$ cat src/rtl/gpu_host_pkg.sv
// Shared types and constants for the GPU host port-B controller.
package gpu_host_pkg;

    localparam int HOST_ADDR_W = 20;
    localparam int HOST_DATA_W = 8;

    localparam logic [HOST_DATA_W-1:0] OOR_RDATA_DEF = 8'hFF;

    typedef enum logic [1:0] {
        IDLE    = 2'd0,
        WRITE   = 2'd1,
        RD_WAIT = 2'd2,
        RESP    = 2'd3
    } state_t;

endpackage

$ cat src/rtl/gpu_host_port_ctrl.sv
// Host-side controller for port B of the GPU dual-port RAM: single-byte reads/writes over req/ready.
// Optional feature macro GPU_HOST_AUTO_INC_EN adds ptr_load and an auto-incrementing address pointer.
module gpu_host_port_ctrl
    import gpu_host_pkg::*;
#(
    parameter int ADDR_SIZE    = 14,
    parameter int NUM_WORDS    = 2 ** ADDR_SIZE,
    parameter int READ_LATENCY = 2,
    parameter logic [HOST_DATA_W-1:0] OOR_RDATA = OOR_RDATA_DEF
) (
    input  logic                   clk,
    input  logic                   reset,
    input  logic                   host_req,
    input  logic                   host_wr,
    input  logic [HOST_ADDR_W-1:0] host_addr,
    input  logic [HOST_DATA_W-1:0] host_wdata,
`ifdef GPU_HOST_AUTO_INC_EN
    input  logic                   ptr_load,
`endif
    output logic                   host_ready,
    output logic [HOST_DATA_W-1:0] host_rdata,
    output logic                   host_rvalid,
    output logic [HOST_ADDR_W-1:0] ram_addr_b,
    output logic [HOST_DATA_W-1:0] ram_data_b,
    output logic                   ram_wr_en_b,
    input  logic [HOST_DATA_W-1:0] ram_q_b
);

    localparam int CNT_RAW = $clog2(READ_LATENCY + 1);
    localparam int CNT_W   = (CNT_RAW < 1) ? 1 : CNT_RAW;

    function automatic logic addr_in_range(input logic [HOST_ADDR_W-1:0] a);
        return ({1'b0, a} < (HOST_ADDR_W + 1)'(NUM_WORDS));
    endfunction

    state_t                 state_r, state_s;
    logic [CNT_W-1:0]       cnt_r, cnt_s;
    logic [HOST_ADDR_W-1:0] addr_r, addr_s;
    logic [HOST_DATA_W-1:0] data_r, data_s;
    logic [HOST_DATA_W-1:0] rdata_r, rdata_s;
    logic                   wr_en_r, wr_en_s;
    logic                   rvalid_r, rvalid_s;
    logic                   oor_r, oor_s;
    logic [HOST_ADDR_W-1:0] eff_addr_s;
    logic                   accept_s;
    logic                   in_range_s;

    assign accept_s    = (state_r == IDLE) && host_req;
    assign in_range_s  = addr_in_range(eff_addr_s);

    // Ready and write strobe are gated by reset so both drop in the cycle reset is raised.
    assign host_ready  = (state_r == IDLE) && !reset;
    assign ram_wr_en_b = wr_en_r && !reset;
    assign host_rdata  = rdata_r;
    assign host_rvalid = rvalid_r;
    assign ram_addr_b  = addr_r;
    assign ram_data_b  = data_r;

`ifdef GPU_HOST_AUTO_INC_EN
    logic [HOST_ADDR_W-1:0] ptr_r, ptr_s;

    // Access address: freshly loaded host address or the running pointer.
    always_comb begin
        if (ptr_load) begin
            eff_addr_s = host_addr;
        end else begin
            eff_addr_s = ptr_r;
        end
    end

    // Pointer advances past the address just used, wrapping at the top of the RAM.
    always_comb begin
        ptr_s = ptr_r;
        if (accept_s) begin
            if (eff_addr_s == HOST_ADDR_W'(NUM_WORDS - 1)) begin
                ptr_s = '0;
            end else begin
                ptr_s = eff_addr_s + 20'd1;
            end
        end else begin
            ptr_s = ptr_r;
        end
    end

    // Pointer register.
    always_ff @(posedge clk) begin
        if (reset) begin
            ptr_r <= '0;
        end else begin
            ptr_r <= ptr_s;
        end
    end
`else
    // Without the pointer every access goes straight to host_addr.
    always_comb begin
        eff_addr_s = host_addr;
    end
`endif

    // Next-state and next-output logic; outputs are registered below.
    always_comb begin
        state_s  = state_r;
        cnt_s    = cnt_r;
        addr_s   = addr_r;
        data_s   = data_r;
        rdata_s  = rdata_r;
        oor_s    = oor_r;
        wr_en_s  = 1'b0;
        rvalid_s = 1'b0;
        case (state_r)
            IDLE: begin
                if (host_req) begin
                    addr_s = eff_addr_s;
                    oor_s  = !in_range_s;
                    if (host_wr) begin
                        state_s = WRITE;
                        data_s  = host_wdata;
                        wr_en_s = in_range_s;
                    end else begin
                        state_s = RD_WAIT;
                        cnt_s   = '0;
                    end
                end else begin
                    state_s = IDLE;
                end
            end
            WRITE: begin
                state_s = IDLE;
            end
            RD_WAIT: begin
                // q_b is valid once the counter has covered the RAM's registered latency.
                if (cnt_r == CNT_W'(READ_LATENCY)) begin
                    state_s  = RESP;
                    rvalid_s = 1'b1;
                    rdata_s  = oor_r ? OOR_RDATA : ram_q_b;
                end else begin
                    cnt_s = cnt_r + CNT_W'(1'b1);
                end
            end
            RESP: begin
                state_s = IDLE;
            end
            default: begin
                state_s = IDLE;
            end
        endcase
    end

    // State and output registers.
    always_ff @(posedge clk) begin
        if (reset) begin
            state_r  <= IDLE;
            cnt_r    <= '0;
            addr_r   <= '0;
            data_r   <= '0;
            rdata_r  <= '0;
            oor_r    <= 1'b0;
            wr_en_r  <= 1'b0;
            rvalid_r <= 1'b0;
        end else begin
            state_r  <= state_s;
            cnt_r    <= cnt_s;
            addr_r   <= addr_s;
            data_r   <= data_s;
            rdata_r  <= rdata_s;
            oor_r    <= oor_s;
            wr_en_r  <= wr_en_s;
            rvalid_r <= rvalid_s;
        end
    end

endmodule

$ cat config.mk
export PLATFORM = sky130hd
export DESIGN_NAME = gpu_host_port_ctrl
export DESIGN_NICKNAME = d
export VERILOG_FILES = /design/src/rtl/gpu_host_pkg.sv /design/src/rtl/gpu_host_port_ctrl.sv
export SDC_FILE = /design/constraint.sdc
export NUM_CORES = 1
export LEC_CHECK = 0
export BUFFER_PORTS_ARGS = -buffer_cell sky130_fd_sc_hd__buf_2
export CAP_MARGIN = 25
export CORE_ASPECT_RATIO = 0.8
export CORE_UTILIZATION = 40
export DETAILED_ROUTE_END_ITERATION = 7
export GPL_TIMING_DRIVEN = 0
export MAX_ROUTING_LAYER = met4
export PLACE_DENSITY = 0.73
export RECOVER_POWER = 25
export SLEW_MARGIN = 15
export SYNTH_ARGS = -nofsm -noshare
export SYNTH_HDL_FRONTEND = slang
export SYNTH_SLANG_ARGS = --single-unit
$ cat constraint.sdc
create_clock -name clk -period 1.3 [get_ports clk]
set_input_delay 0.065 -clock clk [delete_from_list [all_inputs] [get_ports clk]]
set_output_delay 0.065 -clock clk [all_outputs]
set_load 0.05 [all_outputs]
==> results.ini <==
[worst_setup_path]
worstPathRequired_ns = 1.46
crit_family = simple AND/OR/NAND/NOR gates
cpPeakStageDelay_ns = 0.43
cp_max_fo = 8
cp_slowest_cell = or3b_4
critPathLaunchType = register
timing.rr.start = state_r[1]
crit_start = state_r[1]
cp.arrival_ns = 1.48
r2r_setup_slack_ns = -0.02
cp_cell_sequence = buf_6 > or3b_4 > clkbuf_16 > nand2_2 > a21oi_1
end_kind = register
path_class = register to register
crit_buf_inv = 2

[grt]
grt_max_degree = 19
grt_pass1_wl_um = 6010
antenna_found_initial = 0
gr-total-overflow = 0
grt_pass1_vias = 1358
grt_util_all_layers_pct = 18.3

[pwr]
clkPwrFrac_pct = 28.6
cell_internal_pwr_mw = 1.99
swShare_pct = 31.4
p_total_mw = 2.90
ir_drop_mv = 0.801
pwr-share-seq_pct = 48.9
p_switching_mw = 0.910
p_per_area_mw_per_mm2 = 1140
leakagePower_nw = 1.10
combPwrFrac_pct = 22.5

[detailed_routing]
routedWlPerCell_um = 12.1
via_count = 1661
ant_nets = 0
dr.pass1.iters = 4
via_per_inst = 4.71
post-route-drc-count = 0
totalWireLength_um = 4280
drtIter0Drc = 45

[yosys]
synth-seq-area-share_pct = 50.5
yosysWarnings = 0
syn_inst = 198
synth_top_family_by_area = simple AND/OR/NAND/NOR gates
postSynthAreaPerCell_um2 = 8.61
synth.cell_area_mm2 = 0.00171
synth-simple-area-share_pct = 25.2
yosysUniqueCellTypes = 28
synth-compound-area-share_pct = 16.4
yosys.area_share.adder_pct = 0.734
synthXorXnorAreaFrac_pct = 0
synthMuxAreaShare_pct = 0
ys_ff_latch = 43
syn_nets = 239

[place]
place_ws_ns = -0.134
routabilityCongestion = 0.687
place.port_buffers = 77
dp_hpwl_um = 2800

[cells_and_area]
antenna_cells = 0
final_common_cell = buf_2
drive_gt1_share_pct = 44.3
area_growth_pct = 48.8
nets = 338
final_util_pct = 64.6
final_cell_mix = buf_2 (67), nand2_1 (48), dfxtp_1 (40)
fillers = 366

[floorplan]
design.portCount = 79
fp.dieW_um = 75
die-height_um = 60.4
start_util_pct = 43.4
dieArea_mm2 = 0.00453
num_rows = 20
core-area_mm2 = 0.00393

[timing]
hold_violations = 0
tightest_slew_ns = 0.639
rsz0062_at_grt = yes
tns_ns = -0.0596
setup-violations-final = 6
fin_ws_ns = -0.0219
slew_violations = 0
max-slew-margin-rel_pct = 57.4
period_needed_ns = 1.32
finalClockSkew_ns = 0.00549
hold_ws_ns = 0.00384
fin_crit_sh_pct = 102
max_freq_mhz = 757

[run]
maxCapViolCount = 0

[clock_tree]
clk_pin_slew_ns = 0.08
htreeDepth = 2
clk_latency_ns = 0.29
cts_buffer_depth = 2
cts_root_buf = clkbuf_8
tritoncts = done
numCtsBuffers = 5
cts_sinks = 43

[worst_hold_path]
hold_class = input port to register
holdCritStartpoint = host_addr[9]

[status]
status = complete, but fails checks
violations = negative setup slack

## cells by family (layout without fill, tap and decap cells)
group	after synthesis	count (layout)
compound gates	41	41
simple gates	95	95
buf+inv	18	118
flops	43	43
fa+ha+maj	1	1
## worst paths after layout
kind / end / depth (start not counted)
worst min-delay path: ram_addr_b[9] / 3
worst max-delay path: ram_addr_b[19] / 5
worst min register to register: ram_addr_b[9] / 2
worst max register to register: ram_addr_b[19] / 5
## worst reg2reg max path, delay by kind of cell, from the launching register on
kind / cells / cell delay [ns]
AOI/OAI and AO/OA: 1 / 0.05
DFF: 1 / 0.33
buffers and inverters: 2 / 0.31
and+or+nand+nor: 2 / 0.49
## registers in the layout, summed over array words and instances, names as in the netlist
name,count
host_rdata,8
state_r,2
cnt_r,2
ram_data_b,8
wr_en_r,1
host_rvalid,1
oor_r,1
ram_addr_b,20
## Yosys cell counts, drive strengths merged
| cell | count | area share (%) |
|---|---|---|
| ha | 1 | 0.73 |
| nor2b | 2 | 0.73 |
| a31oi | 1 | 0.37 |
| nor4 | 1 | 0.37 |
| or3b | 1 | 0.66 |
| nand2b | 2 | 0.73 |
| clkbuf | 5 | 1.1 |
| nor2 | 20 | 4.4 |
| nor3b | 1 | 1.1 |
| inv | 2 | 0.44 |
| or3 | 2 | 0.73 |
| buf | 11 | 5.6 |
| a211oi | 9 | 6.3 |
| dfxtp | 43 | 50 |
| a311oi | 1 | 0.51 |
| o211ai | 1 | 0.44 |
| nand4bb | 1 | 0.66 |
| nand3 | 2 | 0.59 |
| and4bb | 1 | 0.73 |
| and3b | 1 | 0.51 |
| nor3 | 2 | 0.59 |
| a21oi | 28 | 8.2 |
| a41oi | 1 | 0.51 |
| nand2 | 59 | 13 |
## per-stage QoR
step           instances  area (um^2)
6_report             353         2540
5_1_grt              353         2540
4_1_cts              346         2340
3_5_place_dp         330         2160
3_3_place_gp         330         2160
2_1_floorplan        198         1710
## final cells by class
type | count | area (um^2) | area share, %
plain buffers | 15 | 115 | 4.54
clock buffers | 6 | 72.6 | 2.86
clock inverters | 2 | 12.5 | 0.493
inverters | 2 | 7.51 | 0.296
multi-input cells | 137 | 822 | 32.4
flip-flops and latches | 43 | 865 | 34.1
well taps | 55 | 68.8 | 2.71
repair buffers | 93 | 574 | 22.6
## routing by layer
layer | track usage [%] | part of all wire, %
met1 | 23.8 | 48
met3 | 4.49 | 6.3
met4 | 7.28 | 1.6
met5 | - | 0
met2 | 27.7 | 44
## timing repair
item,in CTS,in global routing
endpoints found under the hold margin,8,0
pin swaps,1,14
endpoints found under the setup margin,12,24
gates cloned,0,3
gates resized for setup,3,31
buffers inserted,1,4
hold buffers,8,0
## power by group through the flow
stage	Combinational, mW	Sequential, mW	Clock (mW)
finish	0.651	1.42	0.829
global route	0.700	1.43	0.907
CTS	0.593	1.41	0.847
detailed placement	0.563	1.44	0
global placement	0.560	1.44	0
floorplan	0.216	1.63	0
(Power assumes the default switching activity.)
